`src/rtl/rr_pick.sv`:
```
`default_nettype none
// -----------------------------------------------------------------------------
// rr_pick : rotating-priority encoder, first set req at or after ptr (rev 1.0)
// -----------------------------------------------------------------------------
module rr_pick #(
  parameter int NUM_SRC = 4,
  parameter int PW      = (NUM_SRC > 1) ? $clog2(NUM_SRC) : 1
) (
  input  logic [NUM_SRC-1:0] req,
  input  logic [PW-1:0]      ptr,
  output logic [PW-1:0]      pick,
  output logic               any
);

  int w_dist;
  int w_best;

  // Smallest wrapped distance from ptr wins; works for non-power-of-two counts.
  always_comb begin
    pick   = '0;
    any    = |req;
    w_best = NUM_SRC;
    w_dist = 0;
    for (int i = 0; i < NUM_SRC; i++) begin
      if (req[i]) begin
        w_dist = (i >= int'(ptr)) ? (i - int'(ptr)) : (i + NUM_SRC - int'(ptr));
        if (w_dist < w_best) begin
          w_best = w_dist;
          pick   = PW'(i);
        end
      end
    end
  end

endmodule
`default_nettype wire

```
`src/rtl/fifo_rr_drain.sv`:
```
`default_nettype none
// -----------------------------------------------------------------------------
// fifo_rr_drain : round-robin burst drain of FWFT FIFOs to valid/ready (rev 1.0)
// -----------------------------------------------------------------------------
module fifo_rr_drain #(
  parameter int NUM_SRC = 4,
  parameter int DWIDTH  = 32,
  parameter int BURST   = 4,
  parameter int PW      = (NUM_SRC > 1) ? $clog2(NUM_SRC) : 1
) (
  input  logic                      clk,
  input  logic                      rst_n,
  input  logic                      enable,
  input  logic [NUM_SRC-1:0]        src_empty,
  input  logic [NUM_SRC*DWIDTH-1:0] src_dout,
  output logic [NUM_SRC-1:0]        src_read,
  output logic [DWIDTH-1:0]         out_data,
  output logic [PW-1:0]             out_src,
  output logic                      out_valid,
  input  logic                      out_ready,
  output logic                      busy
);

  localparam int              CW         = (BURST > 1) ? $clog2(BURST) : 1;
  localparam logic [PW-1:0]   C_LAST_SRC = PW'(NUM_SRC - 1);
  localparam logic [CW-1:0]   C_LAST_CNT = CW'(BURST - 1);

  typedef enum logic [0:0] {IDLE = 1'b0, GRANT = 1'b1} state_t;

  state_t              r_state;
  logic [PW-1:0]       r_ptr;
  logic [PW-1:0]       r_gnt;
  logic [CW-1:0]       r_cnt;

  logic                w_ld;
  logic                w_rd;
  logic                w_any;
  logic                w_sel_empty;
  logic [DWIDTH-1:0]   w_sel_data;
  logic [PW-1:0]       w_pick;
  logic [PW-1:0]       w_gnt_next;

  rr_pick #(.NUM_SRC(NUM_SRC), .PW(PW)) u_pick (
    .req  (~src_empty),
    .ptr  (r_ptr),
    .pick (w_pick),
    .any  (w_any)
  );

  always_comb begin
    w_sel_empty = 1'b1;
    w_sel_data  = '0;
    for (int i = 0; i < NUM_SRC; i++) begin
      if (r_gnt == PW'(i)) begin
        w_sel_empty = src_empty[i];
        w_sel_data  = src_dout[i*DWIDTH +: DWIDTH];
      end
    end
  end

  assign w_ld       = ~out_valid | out_ready;
  assign w_rd       = (r_state == GRANT) & enable & ~w_sel_empty & w_ld;
  assign w_gnt_next = (r_gnt == C_LAST_SRC) ? '0 : r_gnt + 1'b1;
  assign busy       = (r_state == GRANT) | out_valid;

  always_comb begin
    src_read = '0;
    for (int i = 0; i < NUM_SRC; i++) begin
      src_read[i] = w_rd & (r_gnt == PW'(i));
    end
  end

  always_ff @(posedge clk) begin
    if (!rst_n) begin
      r_state   <= IDLE;
      r_ptr     <= '0;
      r_gnt     <= '0;
      r_cnt     <= '0;
      out_valid <= 1'b0;
      out_data  <= '0;
      out_src   <= '0;
    end else begin
      if (w_rd) begin
        out_data  <= w_sel_data;
        out_src   <= r_gnt;
        out_valid <= 1'b1;
      end else if (out_valid && out_ready) begin
        out_valid <= 1'b0;
      end

      case (r_state)
        IDLE: begin
          // The pick cycle never pops; reads start in the following GRANT cycle.
          if (enable && w_any) begin
            r_gnt   <= w_pick;
            r_cnt   <= '0;
            r_state <= GRANT;
          end
        end
        GRANT: begin
          if (!enable || w_sel_empty || (w_rd && (r_cnt == C_LAST_CNT))) begin
            r_state <= IDLE;
            r_ptr   <= w_gnt_next;
            r_cnt   <= '0;
          end else if (w_rd) begin
            r_cnt <= r_cnt + 1'b1;
          end
        end
        default: r_state <= IDLE;
      endcase
    end
  end

endmodule
`default_nettype wire

```
`config.mk`:
```
export PLATFORM = sky130hd
export DESIGN_NAME = fifo_rr_drain
export DESIGN_NICKNAME = d
export VERILOG_FILES = /design/src/rtl/rr_pick.sv /design/src/rtl/fifo_rr_drain.sv
export SDC_FILE = /design/constraint.sdc
export NUM_CORES = 1
export LEC_CHECK = 0
export ABC_AREA = 0
export CAP_MARGIN = 25
export CORE_ASPECT_RATIO = 0.9
export CORE_MARGIN = 5
export CORE_UTILIZATION = 30
export DETAILED_ROUTE_END_ITERATION = 7
export SYNTH_ARGS = -nofsm -noshare
export SYNTH_HDL_FRONTEND = slang
export SYNTH_HIERARCHICAL = 1
export SYNTH_SLANG_ARGS = --single-unit
```
`constraint.sdc`:
```
create_clock -name clk -period 6.4 [get_ports clk]
set_clock_uncertainty 0.1 [all_clocks]
set_input_delay 1.28 -clock clk [delete_from_list [all_inputs] [get_ports clk]]
set_output_delay 1.28 -clock clk [all_outputs]
set_load 0.01 [all_outputs]
```
==> flow_metrics.py, run 1 <==
metrics = {
    "outcome": {
        "outcome": "finished, final reports clean",
    },
    "synth": {
        "synth_edf_count": 0,
        "ys_types": 48,
        "yosys_register_bits": 42,
        "ys_seq_area_share_pct": 25.5,
        "synth_ff_type": "dfxtp_1",
        "avgSynthCellArea_um2": 7.73,
        "synth_cells": 426,
        "yosys_warnings": 6,
        "syn_area_um2": 3290,
        "syn-num-nets": 577,
        "ys_async_sr_fraction_pct": 0,
    },
    "clocking": {
        "ctsResizeCount": 0,
        "insertion_delay_ns": 0.29,
        "cts_tree": "yes",
        "clkSinkCount": 42,
        "cts_buffer_depth": 2,
        "cts_made_buffers": 5,
        "postCtsSetupRepairBufs": 0,
        "h-tree-depth": 2,
        "hold_buffers": 0,
        "clkSlewWorstSetupHoldPaths_ns": 0.07,
        "cts_root_buffer": "clkbuf_16",
    },
    "pwr": {
        "leakage_nw": 2.04,
        "swShare_pct": 31.3,
        "seqPwrFrac_pct": 30.6,
        "clockPowerShare_pct": 32.0,
        "ir_drop_v": 0.000134,
        "p_per_area_nw_per_um2": 177,
        "combPwrFrac_pct": 37.4,
        "p_sw_mw": 0.291,
        "p_int_mw": 0.638,
    },
    "floorplanning": {
        "die_x_um": 120,
        "ioPinCount": 176,
        "initial_core_util_pct": 30.6,
        "num_rows": 36,
        "fp.coreArea_um2": 10800,
        "die_y_um": 109,
        "die-area_um2": 13200,
    },
    "worst_setup_path": {
        "worstPathRequired_ns": 5.02,
        "start_kind": "primary input",
        "crit_path_end_kind": "output port",
        "crit_type": "in2out",
        "path_max_fanout": 15,
        "r2r_cells": 20,
        "cp_data_arrival_time_ns": 3.63,
    },
    "routing": {
        "num_vias": 3705,
        "wl_per_cell_um": 17.4,
        "drtAntennaViolNets": 0,
        "drt_iter0_markers": 192,
        "wl_mm": 12.4,
        "drc_errors": 0,
        "drt_first_pass_iters": 4,
        "routed_via_density": 5.18,
    },
    "timing": {
        "hold_viol_final": 0,
        "rsz0062_at_grt": "false",
        "period_needed_ns": 5.01,
        "drv_slew": 0,
        "finalSetupViolCount": 0,
        "timing.slew.headroom_pct": 51.0,
        "max_freq_ghz": 0.200,
        "finalCritPeriodShare_pct": 78.2,
        "setup_tns_ns": 0,
        "worst-slew-pin-transition_ns": 0.735,
    },
    "hold_path": {
        "min_path_cells": 2,
        "hp-class": "reg2reg",
    },
    "global_route": {
        "grt.overflow.total": 0,
        "track_usage_pct": 18.3,
        "grt_pass1_vias": 3829,
        "grt_max_degree": 66,
        "antenna_found_initial": 0,
        "grt_pass1_wl_mm": 19.4,
    },
    "final_layout": {
        "final_core_util_pct": 48.8,
        "antennaDiodeCount": 0,
        "drive_gt1_share_pct": 4.64,
        "area_delta_synth_final_pct": 59.7,
        "nNetsFinal": 732,
    },
    "placement": {
        "gp_congestion": 0.820,
        "dp_hpwl_mm": 9.47,
        "io_buffers": 175,
    },
    "run": {
        "max_cap_violations": 0,
    },
}
state kept, by name, indices dropped and copies added, names as in the netlist:
name and count:
out_data 32, out_src 2, out_valid 1, r_cnt 2
r_gnt 2, r_ptr 2, r_state 1
logic make-up (layout without fill, tap and decap cells):
logic type	Yosys count	after routing	share of synthesized area (%)
AND/OR/NAND/NOR	190	190	28.0
multiplexers	36	36	10.9
flip-flops	42	42	25.5
AO/OA/AOI/OAI	90	90	22.3
adder cells (fa/ha/maj)	15	15	5.70
buffers and inverters	53	209	7.52
cell usage in the layout (no fill, tap or decap), drive strengths merged, types with 2 or more instances in the layout:
master / count
clkdlybuf4s50: 174
nand2: 108
dfxtp: 42
mux2i: 36
nand2b: 34
o211ai: 32
o2111ai: 32
inv: 19
ha: 15
nand3: 8
buf: 8
o21ai: 7
nor2: 6
and2: 6
nand4: 6
clkbuf: 6
nor2b: 5
a21oi: 4
nand3b: 3
and3: 3
a31oi: 3
nor4: 3
o31ai: 2
nor3b: 2
o2bb2ai: 2
area by class of cell:
type                       count  area, um^2
inverter                      19        71.3
multi-input combinational    331        2210
clock inverter                 2        37.5
sequential                    42         841
clock buffer                   6         129
tap                          133         166
timing repair buffer         182        1810
fill                        1084        5510
per-layer routing:
| layer | GRT usage, % | wire length (um) | vias up |
|---|---|---|---|
| met5 | 0 | 0 | - |
| met4 | 6.15 | 318 | 0 |
| met3 | 5.09 | 849 | 18 |
| met2 | 31.0 | 6010 | 130 |
| met1 | 22.6 | 5250 | 1717 |
| li1 | - | - | 1840 |
synth_stat cells (all sizes together) (2+ instances only):
cell type	n	area, um^2
nand2	108	405
dfxtp	42	841
mux2i	36	360
nand2b	34	213
o2111ai	32	280
o211ai	32	240
clkbuf	24	90.1
inv	19	71.3
ha	15	188
buf	10	86.3
nand3	8	40.0
o21ai	7	38.8
and2	6	38.8
nand4	6	43.8
nor2	6	25.0
nor2b	5	31.3
a21oi	4	23.8
a31oi	3	18.8
and3	3	18.8
nand3b	3	22.5
nor4	3	25.0
nor3b	2	15.0
o2bb2ai	2	17.5
o31ai	2	15.0
power by group through the flow:
| stage | sequential, mW | combinational [mW] | clock, mW |
|---|---|---|---|
| after CTS | 0.284 | 0.352 | 0.305 |
| after detailed placement | 0.290 | 0.351 | 0 |
| after global placement | 0.289 | 0.343 | 0 |
| after global routing | 0.286 | 0.384 | 0.314 |
| after floorplan | 0.291 | 0.197 | 0 |
| final | 0.284 | 0.348 | 0.297 |
path summary, 6_finish.rpt:
kind	from	to	slack, ns
min reg2reg	out_data[5]	out_data[5]	0.36
max	src_empty[0]	src_read[2]	1.39
max reg2reg	r_ptr[1]	r_gnt[0]	2.66
min	out_data[5]	out_data[5]	0.36
per-stage QoR:
stage	power [mW]	worst slack, ns	hold slack (ns)	cells	instance area [um^2]
5_1_grt	0.984	1.25	0.388	715	5260
4_1_cts	0.942	1.34	0.362	715	5260
3_3_place_gp	0.633	1.41	0.345	706	5080
3_5_place_dp	0.641	1.37	0.352	707	5090
6_report	0.929	1.39	0.359	715	5260
2_1_floorplan	0.488	2.67	0.343	426	3290
critical path: stages:
cell	delay, ns
clkdlybuf4s50_1	0.47
o311ai_4	0.43
nand4_2	0.60
nor2_1	0.26
clkdlybuf4s50_1	0.57
Note: power is estimated with default switching activity, not from simulation.
==> run 2, diff against run 1 <==
clock period = 4.9 ns   (was 6.4 ns; I/O delays follow)
==> flow_metrics.py, run 2 (same netlist as run 1, synthesis figures left out) <==
metrics = {
    "floorplanning": {
        "die-area_um2": 13200,
        "fp.coreArea_um2": 10800,
        "die_y_um": 109,
        "die_x_um": 120,
        "ioPinCount": 176,
        "initial_core_util_pct": 30.6,
        "num_rows": 36,
    },
    "timing": {
        "worst-slew-pin-transition_ns": 0.957,
        "drv_slew": 0,
        "max_freq_ghz": 0.245,
        "setup_tns_ns": 0,
        "rsz0062_at_grt": "false",
        "hold_viol_final": 0,
        "timing.slew.headroom_pct": 36.2,
        "finalSetupViolCount": 0,
        "finalCritPeriodShare_pct": 83.2,
        "period_needed_ns": 4.08,
        "hold_ws_ns": 0.359,
        "fin_ws_ns": 0.822,
    },
    "clocking": {
        "hold_buffers": 0,
        "clkSlewWorstSetupHoldPaths_ns": 0.06,
        "h-tree-depth": 2,
        "ctsResizeCount": 0,
        "postCtsSetupRepairBufs": 0,
        "insertion_delay_ns": 0.28,
        "cts_made_buffers": 5,
        "cts_tree": "yes",
        "clkSinkCount": 42,
        "cts_root_buffer": "clkbuf_16",
        "cts_buffer_depth": 2,
    },
    "routing": {
        "routed_via_density": 5.10,
        "drc_errors": 0,
        "drtAntennaViolNets": 0,
        "drt_first_pass_iters": 4,
        "num_vias": 3638,
        "wl_per_cell_um": 17.2,
        "drt_iter0_markers": 230,
        "wl_mm": 12.2,
    },
    "worst_setup_path": {
        "setup.worst_path.start": "src_empty[0]",
        "r2r_cells": 20,
        "reg2reg_to": "r_gnt[0]",
        "start_kind": "primary input",
        "crit_path_end_kind": "flip-flop",
        "cp_data_arrival_time_ns": 4.20,
        "r2r_slack_ns": 1.10,
        "worstPathRequired_ns": 5.02,
        "endpoint": "r_gnt[0]",
        "path_max_fanout": 7,
        "crit_type": "in2reg",
        "r2r-start": "r_ptr[1]",
    },
    "final_layout": {
        "fillers": 1059,
        "antennaDiodeCount": 0,
        "nNetsFinal": 733,
        "layout_common_cells": "clkdlybuf4s50_1 (174), nand2_1 (108), dfxtp_1 (42)",
        "drive_gt1_share_pct": 4.65,
        "final_common_cell": "clkdlybuf4s50_1",
        "final_core_util_pct": 48.8,
        "multi_input_area_um2": 2210,
        "area_delta_synth_final_pct": 59.5,
        "largest_reg_flops": 32,
        "stdcell_count": 714,
        "fin_area_um2": 5250,
        "top_register": "out_data",
        "seq_area_um2": 841,
    },
    "pwr": {
        "p_sw_mw": 0.365,
        "leakage_nw": 2.04,
        "clockPowerShare_pct": 28.6,
        "swShare_pct": 31.5,
        "seqPwrFrac_pct": 32.1,
        "design_power_total_mw": 1.16,
        "p_int_mw": 0.793,
        "ir_drop_v": 0.000104,
        "combPwrFrac_pct": 39.3,
        "p_per_area_nw_per_um2": 221,
    },
    "placement": {
        "dp.cells": 708,
        "postPlaceCellArea_um2": 5110,
        "io_buffers": 175,
        "gp_congestion": 0.803,
        "dp_hpwl_mm": 9.40,
        "post-place-ws_ns": 0.582,
    },
    "global_route": {
        "grt_pass1_vias": 3700,
        "antenna_found_initial": 0,
        "grt_pass1_wl_mm": 19.1,
        "grt_max_degree": 65,
        "grt.overflow.total": 0,
        "track_usage_pct": 17.9,
    },
    "outcome": {
        "outcome": "finished, final reports clean",
    },
    "run": {
        "max_cap_violations": 0,
    },
    "hold_path": {
        "hp-class": "reg2reg",
    },
}
## run 2: routing by layer
metal,GRT usage (%),vias up,part of all wire (%),wire (um)
met5,0,-,0,0
met4,5.26,0,2.3,280
met3,4.84,18,6.7,824
met2,30.8,125,49,6030
met1,21.9,1660,42,5110
li1,-,1835,-,-
## run 2: area by class of cell
cell class / count / area share, %
clock buffers: 6 / 2.64
inverters: 19 / 1.36
multi-input cells: 331 / 42.0
flip-flops and latches: 42 / 16.0
well taps: 133 / 3.17
repair buffers: 183 / 34.8
## run 2: power by group through the flow
| stage | Clock [mW] | Combinational, mW | Sequential, mW |
|---|---|---|---|
| CTS | 0.340 | 0.462 | 0.372 |
| global placement | 0 | 0.451 | 0.379 |
| finish | 0.331 | 0.456 | 0.372 |
| global route | 0.355 | 0.500 | 0.375 |
| detailed placement | 0 | 0.460 | 0.379 |
| floorplan | 0 | 0.258 | 0.380 |
## run 2: critical path: stages
cell	delay, ns
clkdlybuf4s50_1	0.48
inv_1	0.20
ha_1	0.23
nor3b_1	0.06
o21ai_0	0.36
inv_1	0.09
ha_1	0.29
nor4b_1	0.28
o21ai_1	0.13
o21ai_2	0.12
nor2_1	0.06
a21oi_1	0.13
ha_1	0.25
a21oi_2	0.14
o2bb2ai_1	0.12
nand3b_1	0.11
mux2i_1	0.07
nor2_1	0.08
## run 2: how the worst min path moves through the flow
| stage | start | endpoint | slack, ns | cells past startpoint |
|---|---|---|---|---|
| 3_5_place_dp | out_data[7] | out_data[7] | 0.35 | 2 |
| 6_report | out_data[3] | out_data[3] | 0.36 | 2 |
| 4_1_cts | out_data[5] | out_data[5] | 0.36 | 2 |
| 2_1_floorplan | r_cnt[1] | r_cnt[1] | 0.34 | 2 |
| 3_3_place_gp | out_data[28] | out_data[28] | 0.34 | 2 |
| 5_1_grt | out_data[3] | out_data[3] | 0.39 | 2 |
==> run 3, diff against run 2 <==
clock period = 4.1 ns   (was 4.9 ns; I/O delays follow)
==> flow_metrics.py, run 3 (same netlist as run 1, synthesis figures left out) <==
metrics = {
    "outcome": {
        "outcome": "finished, final reports clean",
    },
    "placement": {
        "post-place-ws_ns": 0.0725,
        "postPlaceCellArea_um2": 5120,
        "dp_hpwl_mm": 9.55,
        "dp.cells": 712,
        "gp_congestion": 0.839,
        "io_buffers": 175,
    },
    "floorplanning": {
        "die_y_um": 109,
        "num_rows": 36,
        "fp.coreArea_um2": 10800,
        "initial_core_util_pct": 30.6,
        "die-area_um2": 13200,
        "ioPinCount": 176,
        "die_x_um": 120,
    },
    "worst_setup_path": {
        "worstPathCellList": "clkdlybuf4s50_1 -> buf_4 -> o311ai_4 -> nand4_2 -> nor2_1 -> clkdlybuf4s50_1",
        "reg2reg_to": "r_gnt[0]",
        "slowest_delay_ns": 0.57,
        "endpoint": "src_read[2]",
        "cp_data_arrival_time_ns": 2.96,
        "crit_path_end_kind": "output port",
        "setup.worst_path.start": "src_empty[0]",
        "cp_slowest_cell": "clkdlybuf4s50_1",
        "path_max_fanout": 9,
        "crit_type": "in2out",
        "worstPathRequired_ns": 3.18,
        "r2r-start": "r_ptr[1]",
        "critPathMostFrequentCell": "clkdlybuf4s50_1",
        "r2r_cells": 20,
        "start_kind": "primary input",
        "r2r_slack_ns": 0.43,
    },
    "timing": {
        "rsz0062_at_grt": "false",
        "worst-slew-pin-transition_ns": 0.870,
        "hold_viol_final": 0,
        "fin_ws_ns": 0.217,
        "period_needed_ns": 3.88,
        "timing.slew.headroom_pct": 42.0,
        "finalCritPeriodShare_pct": 94.7,
        "hold_ws_ns": 0.358,
        "finalSetupViolCount": 0,
        "drv_slew": 0,
        "max_freq_ghz": 0.258,
        "setup_tns_ns": 0,
    },
    "routing": {
        "drc_errors": 0,
        "num_vias": 3759,
        "wl_mm": 12.5,
        "routed_via_density": 5.22,
        "wl_per_cell_um": 17.3,
        "drt_iter0_markers": 204,
        "drt_first_pass_iters": 5,
        "drtAntennaViolNets": 0,
    },
    "clocking": {
        "insertion_delay_ns": 0.27,
        "postCtsSetupRepairBufs": 0,
        "clkSlewWorstSetupHoldPaths_ns": 0.06,
        "h-tree-depth": 2,
        "clkSinkCount": 42,
        "cts_made_buffers": 5,
        "cts_root_buffer": "clkbuf_16",
        "cts_tree": "yes",
        "hold_buffers": 0,
        "ctsResizeCount": 0,
        "cts_buffer_depth": 2,
    },
    "final_layout": {
        "antennaDiodeCount": 0,
        "drive_gt1_share_pct": 5.45,
        "final_core_util_pct": 49.0,
        "nNetsFinal": 737,
        "area_delta_synth_final_pct": 60.0,
        "final_common_cell": "clkdlybuf4s50_1",
        "multi_input_area_um2": 2210,
        "top_register": "out_data",
        "fin_area_um2": 5270,
        "fillers": 1059,
        "stdcell_count": 720,
        "seq_area_um2": 841,
        "largest_reg_flops": 32,
        "layout_common_cells": "clkdlybuf4s50_1 (174), nand2_1 (108), dfxtp_1 (42)",
    },
    "pwr": {
        "design_power_total_mw": 1.39,
        "p_per_area_nw_per_um2": 264,
        "ir_drop_v": 0.000160,
        "leakage_nw": 2.06,
    },
    "hold_path": {
        "hp-class": "reg2reg",
        "min_path_cells": 2,
        "worstHoldStart": "out_src[0]",
    },
    "global_route": {
        "grt_max_degree": 66,
        "grt_pass1_vias": 3845,
        "grt.overflow.total": 0,
        "antenna_found_initial": 0,
        "track_usage_pct": 18.1,
        "grt_pass1_wl_mm": 19.4,
    },
    "run": {
        "max_cap_violations": 0,
    },
}
run 3: cell types whose count changed in the layout (fill, tap and decap cells not counted):
cell      before  now
buf_16         1    0
buf_4          7   12
clkbuf_1       0    1
clkinv_2       0    1
run 3: worst min path at each step:
stage	to	slack, ns
after floorplan	r_cnt[1]	0.34
after detailed placement	out_data[13]	0.35
after CTS	out_data[13]	0.36
final	out_src[0]	0.36
after global routing	out_data[24]	0.38
after global placement	out_data[29]	0.34
run 3: cell type report:
type,count,share of cell area (%)
clock buffers,7,2.71
clock inverters,1,0.0950
inverters,19,1.35
multi-input cells,331,41.9
flip-flops and latches,42,16.0
well taps,133,3.16
repair buffers,187,34.9
run 3: power breakdown:
part	leakage [nW]	internal [mW]	switching (mW)	total, mW
combinational	1.65	0.283	0.264	0.547
clock	0.0739	0.242	0.156	0.398
sequential	0.340	0.427	0.0183	0.445
run 3: metal layers:
layer | part of all wire, % | GRT usage (%) | routed length [um] | vias up
met5 | 0 | 0 | 0 | -
met4 | 2.6 | 5.66 | 327 | 0
met3 | 7.7 | 5.09 | 966 | 24
met2 | 48 | 31.2 | 6020 | 153
met1 | 41 | 22.1 | 5170 | 1729
li1 | - | - | - | 1853
run 3: worst max-delay path, delay by kind of cell:
family / cells / cell delay [ns]
buf+inv: 3 / 1.14
simple gates: 2 / 0.59
compound gates: 1 / 0.40
